File: config.mk
export PLATFORM = sky130hd
export DESIGN_NAME = mem_bus_arbiter
export DESIGN_NICKNAME = d
export VERILOG_FILES = /design/src/rtl/mem_bus_arbiter.sv
export SDC_FILE = /design/constraint.sdc
export NUM_CORES = 1
export LEC_CHECK = 0
export ABC_CLOCK_PERIOD_IN_PS = 2000
export BUFFER_PORTS_ARGS = -buffer_cell sky130_fd_sc_hd__clkbuf_2
export CELL_PAD_IN_SITES_DETAIL_PLACEMENT = 0
export CELL_PAD_IN_SITES_GLOBAL_PLACEMENT = 2
export CORE_MARGIN = 2
export CORE_UTILIZATION = 24
export DETAILED_ROUTE_END_ITERATION = 10
export GPL_ROUTABILITY_DRIVEN = 0
export MAX_ROUTING_LAYER = met4
export PLACE_DENSITY_LB_ADDON = 0.12
export SETUP_SLACK_MARGIN = 0.5
export SKIP_LAST_GASP = 1
export SLEW_MARGIN = 20
export SYNTH_ARGS = -nofsm -noshare
export SYNTH_HDL_FRONTEND = slang
export SYNTH_SLANG_ARGS = --single-unit
File: constraint.sdc
create_clock -name phi1 -period 2 [get_ports phi1]
set_input_delay 0.4 -clock phi1 [delete_from_list [all_inputs] [get_ports phi1]]
set_output_delay 0.4 -clock phi1 [all_outputs]
set_load 0.05 [all_outputs]
File: src/rtl/mem_bus_arbiter.sv
// Three-way CPU memory port arbiter (DMA > EXEC > FETCH) with two-cycle issue/complete
// transactions and owner bus locking. Define ARB_STARVE_GUARD_EN to add the fetch starvation override.
module mem_bus_arbiter #(
  parameter int REG_WIDTH    = 8,
  parameter int ADDR_WIDTH   = 16,
  parameter int STARVE_LIMIT = 8
) (
  input  logic                  phi1,
  input  logic                  reset_n,
  input  logic                  fetch_req,
  input  logic [ADDR_WIDTH-1:0] fetch_addr,
  output logic                  fetch_gnt,
  output logic                  fetch_ack,
  input  logic                  exec_req,
  input  logic                  exec_we,
  input  logic                  exec_lock,
  input  logic [ADDR_WIDTH-1:0] exec_addr,
  input  logic [REG_WIDTH-1:0]  exec_wdata,
  output logic                  exec_gnt,
  output logic                  exec_ack,
  input  logic                  dma_req,
  input  logic                  dma_we,
  input  logic                  dma_lock,
  input  logic [ADDR_WIDTH-1:0] dma_addr,
  input  logic [REG_WIDTH-1:0]  dma_wdata,
  output logic                  dma_gnt,
  output logic                  dma_ack,
  output logic                  mem_en,
  output logic                  mem_we,
  output logic [ADDR_WIDTH-1:0] mem_addr,
  output logic [REG_WIDTH-1:0]  mem_wdata,
  input  logic [REG_WIDTH-1:0]  mem_rdata,
  output logic [REG_WIDTH-1:0]  rdata,
  output logic                  arb_starve
);
  localparam int NREQ  = 3;
  localparam int FETCH = 0;
  localparam int EXEC  = 1;
  localparam int DMA   = 2;
  localparam int CW    = $clog2(STARVE_LIMIT + 1);
  localparam logic [CW-1:0] LIM = CW'(STARVE_LIMIT);

  typedef enum logic [1:0] {S_IDLE = 2'd0, S_BUSY = 2'd1, S_HOLD = 2'd2} state_t;

  state_t                               state, state_nxt;
  logic [NREQ-1:0]                      req_v, lock_v, we_v, win, sel;
  logic [NREQ-1:0]                      own_q, own_d, ack_q, ack_d;
  logic [NREQ-1:0][ADDR_WIDTH-1:0]      addr_v;
  logic [NREQ-1:0][REG_WIDTH-1:0]       wdata_v;
  logic                                 own_req, own_lock, issue, starve;
  logic                                 mem_en_d, mem_we_d;
  logic [ADDR_WIDTH-1:0]                addr_d;
  logic [REG_WIDTH-1:0]                 wdata_d;
  logic [CW-1:0]                        starve_cnt;

  assign req_v    = {dma_req, exec_req, fetch_req};
  assign lock_v   = {dma_lock, exec_lock, 1'b0};
  assign we_v     = {dma_we, exec_we, 1'b0};
  assign addr_v   = {dma_addr, exec_addr, fetch_addr};
  assign wdata_v  = {dma_wdata, exec_wdata, {REG_WIDTH{1'b0}}};
  assign own_req  = |(own_q & req_v);
  assign own_lock = |(own_q & lock_v);

  assign {dma_gnt, exec_gnt, fetch_gnt} = own_q;
  assign {dma_ack, exec_ack, fetch_ack} = ack_q;

  // Starvation override lets fetch jump the fixed priority order
  always_comb begin
    win = '0;
    if (starve && fetch_req) win[FETCH] = 1'b1;
    else if (dma_req)        win[DMA]   = 1'b1;
    else if (exec_req)       win[EXEC]  = 1'b1;
    else if (fetch_req)      win[FETCH] = 1'b1;
  end

  always_ff @(posedge phi1 or negedge reset_n) begin
    if (!reset_n) state <= S_IDLE;
    else          state <= state_nxt;
  end

  always_comb begin
    state_nxt = state;
    case (state)
      S_IDLE:  if (|req_v) state_nxt = S_BUSY;
      S_BUSY:  state_nxt = own_lock ? S_HOLD : S_IDLE;
      S_HOLD:  state_nxt = own_req ? S_BUSY : (own_lock ? S_HOLD : S_IDLE);
      default: state_nxt = S_IDLE;
    endcase
  end

  // Next values of the registered owner/ack/memory strobes
  always_comb begin
    own_d = own_q;
    ack_d = '0;
    issue = 1'b0;
    sel   = own_q;
    case (state)
      S_IDLE: begin
        own_d = win;
        sel   = win;
        issue = |req_v;
      end
      S_BUSY: begin
        ack_d = own_q;
        if (!own_lock) own_d = '0;
      end
      S_HOLD: begin
        issue = own_req;
        if (!own_req && !own_lock) own_d = '0;
      end
      default: own_d = '0;
    endcase
    mem_en_d = issue;
    mem_we_d = issue & |(sel & we_v);
    addr_d   = mem_addr;
    wdata_d  = mem_wdata;
    for (int i = 0; i < NREQ; i++) begin
      if (issue && sel[i]) begin
        addr_d  = addr_v[i];
        wdata_d = wdata_v[i];
      end
    end
  end

  always_ff @(posedge phi1 or negedge reset_n) begin
    if (!reset_n) begin
      own_q     <= '0;
      ack_q     <= '0;
      mem_en    <= 1'b0;
      mem_we    <= 1'b0;
      mem_addr  <= '0;
      mem_wdata <= '0;
      rdata     <= '0;
    end else begin
      own_q     <= own_d;
      ack_q     <= ack_d;
      mem_en    <= mem_en_d;
      mem_we    <= mem_we_d;
      mem_addr  <= addr_d;
      mem_wdata <= wdata_d;
      if (state == S_BUSY) rdata <= mem_rdata;
    end
  end

`ifdef ARB_STARVE_GUARD_EN
  // Counts IDLE arbitrations that fetch lost while still requesting
  always_ff @(posedge phi1 or negedge reset_n) begin
    if (!reset_n)                  starve_cnt <= '0;
    else if (!fetch_req)           starve_cnt <= '0;
    else if (state == S_IDLE) begin
      if (win[FETCH])              starve_cnt <= '0;
      else if (starve_cnt != LIM)  starve_cnt <= starve_cnt + CW'(1);
    end
  end
`else
  assign starve_cnt = '0;
`endif

  assign starve     = (starve_cnt == LIM);
  assign arb_starve = starve;

endmodule

==> run metrics, run 1 <==
Avg Cell Area, Syn=around 10 sq um; Clock Latency Late Sink=just under 300 ps; Worst Clk Skew=roughly 6.6 ps; unrepaired setup endpoints after global routing=true; io pins=around 120; number of remaining DRC errors=0; antenna-violating nets left=0; Finish-stage setup viols=0; vias in the first global route=between 2000 and 2500; Mapped Cells=a little over 200; n_diodes=0; final WL=between 6 and 7 mm; number of synthesized register bits=42; fillers=870; full die area=~0.0094 sq mm; CP endpoint kind=flop; top cells by area, synth=dfrtp_1, mux2i_1, nand2_1; Reg power frac=0.242; Multi-input gate area=approximately 0.001 sq mm; Initial Util=0.2498; Num CTS Buffers=5; layout cell share with drive strength beyond 1=0.5565; startpoint types=flop; antenna violations before repair=0; Switching Fraction=0.5146; vias per cell=4.520; core area=0.008258 sq mm; Seq. cell area=roughly 0.0011 sq mm; clock share of power=0.108; Crit Path Max Fanout=5; Syn Nets=between 200 and 300; Power Density=1880 mW/mm^2; area leader, netlist=dfrtp_1; synth-to-layout area growth=58.95%; fin crit period=~1700 ps; pre-CTS WS=between 150 and 200 ps; Distinct cells, synth=37; row count=33; critical path class=flop to flop; status=complete, no violations; maxcap violations=0; drt pass-1 iters=4; pin count of the biggest net entering global routing=26; Peak VDD IR=about 0.65 mV; Tcrit/Tclk final=0.8611; placed insts=between 400 and 500; Post-synth EDFFs=0; first-pass GRT wire length=10.19 mm; share of the synthesized area in the top cell type=0.5094; htree depth=2; HPWL after DPL=4.775 mm; FFs w/ async S/R, synth=1.000; Post-Layout Cell Count=450; via count=a little over 2000; Gate power share=0.650; critical path data arrival time=approximately 1900 ps; Max Freq=approximately 0.58 GHz; DRT iter0 DRCs=40; Seq/Total Area, Yosys=0.5094; # port buffers=120; Die X=slightly below 100 um; PnR worst setup slack=277.9 ps; Die Span Y=96.72 um; NetSw=3173 uW; CTS Buffer Depth=2; root buffer selected by CTS=clkbuf_8; Ys Warns=0; Synth Flop Type=dfrtp_1; drt wl/cell=between 15 and 20 um; Synth Cell Area=about 0.0021 sq mm; Leak=around 0.0017 uW; Final Hold Violating Endpoints=0; P_int=2993 uW; # nets final=425; clk sinks=between 40 and 50; Tot GR Track Use=0.1372; hold crit path type=primary input to flop; CTS clk-pin slew, worst paths=~90 ps; Congestion Overflow GR=0; final max-slew violation count=0; setup TNS=0 ps; Critical Path RT=2180 ps; CTS tree=yes
repair_timing:
action / in CTS / in global routing
gates cloned: 0 / 4
hold buffers: 1 / 0
pin swaps: 1 / 12
resized for setup: 5 / 33
setup endpoints to repair: 25 / 31
buffers inserted: 6 / 2
hold endpoints to repair: 5 / 0
worst paths after layout:
kind | from | end | slack (ps) | cells after the start
worst min-delay path | mem_rdata[0] | rdata[0]$_DFFE_PN0N_ | 290 | 3
worst max register to register | state[0]$_DFFE_PN0P_ | mem_addr[7]$_DFFE_PN0P_ | 280 | 5
worst max-delay path | state[0]$_DFFE_PN0P_ | mem_addr[7]$_DFFE_PN0P_ | 280 | 5
min in group asynchronous | reset_n | mem_wdata[0]$_DFFE_PN0P_ | 480 | 2
worst min register to register | rdata[5]$_DFFE_PN0N_ | rdata[5]$_DFFE_PN0N_ | 480 | 2
max in group asynchronous | reset_n | state[0]$_DFFE_PN0P_ | 1020 | 3
cells in the final DEF, fill, tap and decap left out, types with 5 or more instances in the layout:
cell and instances:
buf_6 5, a221oi_1 6, mux2i_1 9, dfrtp_1 37, clkbuf_2 119, o211ai_2 10, nand2_1 41, nand3_1 16
o211ai_1 6, mux2i_4 6, clkbuf_8 5, buf_4 13, dfrtp_2 5, nor2_1 18
cells in the mapped netlist, types with 2 or more instances:
library cell,count
a22oi_1,2
o211ai_1,6
clkbuf_1,6
mux2i_1,16
nand3_1,16
a21oi_1,2
inv_1,4
a221oi_1,8
o21ai_0,2
buf_4,3
nor2b_1,2
nand2_1,42
dfrtp_1,42
buf_6,2
buf_2,2
o211ai_2,10
nor2_1,20
area by class of cell:
type | instances | share of cell area
clock buffer | 5 | 0.02098
clock inverter | 3 | 0.01221
inverter | 5 | 0.006486
multi-input combinational | 143 | 0.3129
sequential | 42 | 0.3224
tap | 105 | 0.04006
timing repair buffer | 147 | 0.2850
registers in the layout (all words and copies together), names as in the netlist:
name       cells
mem_addr      16
mem_wdata      8
rdata          8
ack_q          3
own_q          3
state          2
mem_en         1
mem_we         1
worst max-delay path: stages, from the launching register on:
cell	delay, ps
dfrtp_2	440
or4b_4	580
nand2_8	110
clkbuf_16	170
mux2i_1	210
o211ai_2	100
per-layer routing:
layer / track usage / vias to the layer above / wire length, um / part of all wire
met2: 0.2099 / 77 / 3169 / 0.47
met1: 0.1857 / 952 / 3177 / 0.47
met4: 0.02817 / 0 / 41 / 0.0060
met5: - / - / 0 / 0
li1: - / 999 / - / -
met3: 0.03468 / 6 / 423 / 0.062
through the flow:
| step | hold slack [ps] | total power [uW] | utilization | cell area [sq um] |
|---|---|---|---|---|
| finish | 293.4 | 6166 | 0.3971 | 3279 |
| CTS | 286.8 | 5815 | 0.3671 | 3032 |
| global placement | 257.6 | 5018 | 0.3456 | 2854 |
| floorplan | 104.4 | 4076 | - | 2073 |
| global route | 297.8 | 6536 | 0.3971 | 3279 |
| detailed placement | 259.4 | 5042 | 0.3456 | 2854 |
power by group through the flow:
stage               registers (uW)  logic [uW]  clock network (uW)
finish                        1490        4010                 668
global placement              1510        3500                   0
global route                  1540        4270                 728
CTS                           1490        3630                 698
detailed placement            1510        3530                   0
floorplan                     2750        1330                   0
kinds of logic (layout without fill, tap and decap cells):
logic type	after synthesis	after routing	share of synthesized area
AND/OR/NAND/NOR	89	89	0.1935
flip-flops	42	42	0.5094
AO/OA/AOI/OAI	37	37	0.1595
buffers and inverters	20	160	0.05821
multiplexers	16	16	0.07762
other	1	1	0.001818
(Power assumes the default switching activity.)
==> run 2: changes to the inputs <==
--- a/config.mk
+++ b/config.mk
@@ -5,16 +5,18 @@
 export SDC_FILE = /design/constraint.sdc
 export NUM_CORES = 1
 export LEC_CHECK = 0
+export ABC_AREA = 1
 export ABC_CLOCK_PERIOD_IN_PS = 2000
 export BUFFER_PORTS_ARGS = -buffer_cell sky130_fd_sc_hd__clkbuf_2
 export CELL_PAD_IN_SITES_DETAIL_PLACEMENT = 0
 export CELL_PAD_IN_SITES_GLOBAL_PLACEMENT = 2
 export CORE_MARGIN = 2
-export CORE_UTILIZATION = 24
+export CORE_UTILIZATION = 22
 export DETAILED_ROUTE_END_ITERATION = 10
 export GPL_ROUTABILITY_DRIVEN = 0
 export MAX_ROUTING_LAYER = met4
 export PLACE_DENSITY_LB_ADDON = 0.12
+export RECOVER_POWER = 25
 export SETUP_SLACK_MARGIN = 0.5
 export SKIP_LAST_GASP = 1
 export SLEW_MARGIN = 20
==> run metrics, run 2 <==
Worst Max-Slew Pin Slew=984.5 ps; clk sinks=42; status=complete, no violations; Met2 Wirelength=around 3.2 mm; number of remaining DRC errors=0; htree depth=2; via count=2248; Multi-input gate area=957.2 sq um; n_diodes=0; synth-to-layout area growth=47.42%; Peak VDD IR=between 0.4 and 0.5 mV; number of synthesized register bits=42; Syn Nets=366; io pins=about 120; first-pass GRT wire length=between 10 and 15 mm; antenna-violating nets left=0; vias in the first global route=2257; Num CTS Buffers=5; most frequent cells in the layout=nand2_1, clkbuf_2, nand3_1; Seq. cell area=0.001055 sq mm; Distinct cells, synth=21; fillers=about 1100; reg2reg path depth=10; Die X=102.4 um; critical path data arrival time=around 1700 ps; # nets final=497; Final Hold Violating Endpoints=0; Ys Warns=0; Largest Register=mem_addr; Leak=between 0.0015 and 0.002 uW; Congestion Overflow GR=0; drt wl/cell=13.37 um; Metal-1 WL=roughly 3.6 mm; max reg flops=16; final max-slew violation count=0; share of the synthesized area in the top cell type=0.4930; Avg Cell Area, Syn=between 7 and 8 sq um; Synth Flop Type=dfrtp_1; hold crit path type=primary input to asynchronous set/reset pin; Finish-stage setup viols=0; Post-synth EDFFs=0; Seq/Total Area, Yosys=0.4930; CTS Buffer Depth=2; WL met3=roughly 500 um; vias per cell=about 4.1; Mapped Cells=around 290; pin count of the biggest net entering global routing=28; Tot GR Track Use=0.1453; HPWL after DPL=5.296 mm; CP endpoint kind=flop; cell family with most CP delay=simple AND/OR/NAND/NOR gates; Max Freq=roughly 0.65 GHz; Synth Cell Area=0.002132 sq mm; dpl cell area=about 0.0029 sq mm; CTS clk-pin slew, worst paths=~90 ps; Critical Path RT=2190 ps; most frequent cell after synthesis=nand2_1; Slowest-stage cell, CP=dfrtp_2; maxcap violations=0; Tcrit/Tclk final=0.7696; Clock Latency Late Sink=about 300 ps; Worst Clk Skew=10.93 ps; DRT iter0 DRCs=80; Initial Util=0.2286; antenna violations before repair=0; top flop regs=mem_addr (16), mem_wdata (8), rdata (8); full die area=~0.010 sq mm; CTS tree=yes; Fin Hold WS=225.8 ps; area leader, netlist=dfrtp_1; DR top layer=met4; layout cell share with drive strength beyond 1=0.3765; core area=just over 0.009 sq mm; FFs w/ async S/R, synth=1.000; drt pass-1 iters=4; final WL=7.300 mm; fin crit period=around 1500 ps; root buffer selected by CTS=clkbuf_8; Die Span Y=approximately 100 um; # port buffers=120; Buffers & Inverters on Critical Path=2; unrepaired setup endpoints after global routing=true; Crit Path Max Fanout=6; CP max stage delay=roughly 440 ps; critical path class=flop to flop; critical-path cell list=nand2_1, nand3_1, nand2_2, nand2_8, buf_12, buf_4, nand3_1, nand3_1, nand2_1, nand2_1; Slew HR=0.3436; Power Density=1791 mW/mm^2; most common cell after layout, fill and taps aside=nand2_1; top cells by area, synth=dfrtp_1, nand2_1, nand3_1; Worst path depth=10; setup TNS=0 ps; startpoint types=flop; final instance area=roughly 0.0031 sq mm; row count=35; most frequent cells after synthesis=nand2_1, dfrtp_1, nand3_1
run 2: worst paths after layout:
path                                                end  slack (ps)                 start
min in group phi1                  rdata[0]$_DFFE_PN0N_         290          mem_rdata[0]
worst min register to register     rdata[1]$_DFFE_PN0N_         480  rdata[1]$_DFFE_PN0N_
max in group asynchronous          own_q[2]$_DFFE_PN0P_        1070               reset_n
worst max-delay path            mem_addr[8]$_DFFE_PN0P_         460  own_q[1]$_DFFE_PN0P_
worst min-delay path                 ack_q[0]$_DFF_PN0_         230               reset_n
worst max register to register  mem_addr[8]$_DFFE_PN0P_         460  own_q[1]$_DFFE_PN0P_
run 2: layout make-up:
type | instances | area share
Sequential cell | 42 | 0.3356
Multi-Input combinational cell | 204 | 0.3045
Timing Repair Buffer | 134 | 0.2361
Tap cell | 129 | 0.05135
Inverter | 29 | 0.03861
Clock buffer | 7 | 0.02428
Clock inverter | 1 | 0.009554
run 2: cell families after synthesis:
group                  share of synthesized area
flip-flops                                0.4930
buffers and inverters                    0.08509
AO/OA/AOI/OAI                            0.06397
other                                   0.001759
AND/OR/NAND/NOR                           0.3562
run 2: repair_timing:
action,4_1_cts,5_1_grt
hold buffers,0,0
setup endpoints to repair,25,25
cloned,1,0
resized for setup,8,5
pin swaps,5,3
setup buffers,8,1
run 2: per-stage QoR:
stage                     std cells    util  worst slack [ps]  total power (uW)
after CTS                       545  0.3351             440.2              5679
final                           546  0.3370             460.9              5630
after global routing            546  0.3370             343.6              6068
after detailed placement        528  0.3113             170.3              4734
after floorplan                 285       -             498.9              3880
after global placement          528  0.3113             200.5              4717
run 2: per-layer routing:
layer,track usage,up-vias
li1,-,1153
met1,0.1956,1001
met2,0.2217,86
met3,0.03352,8
met4,0.03385,0
met5,-,-
run 2: report_power, final:
group | switching, uW | internal (uW)
clock | 312 | 374
sequential | 196 | 1220
combinational | 2570 | 960
total | 3080 | 2550
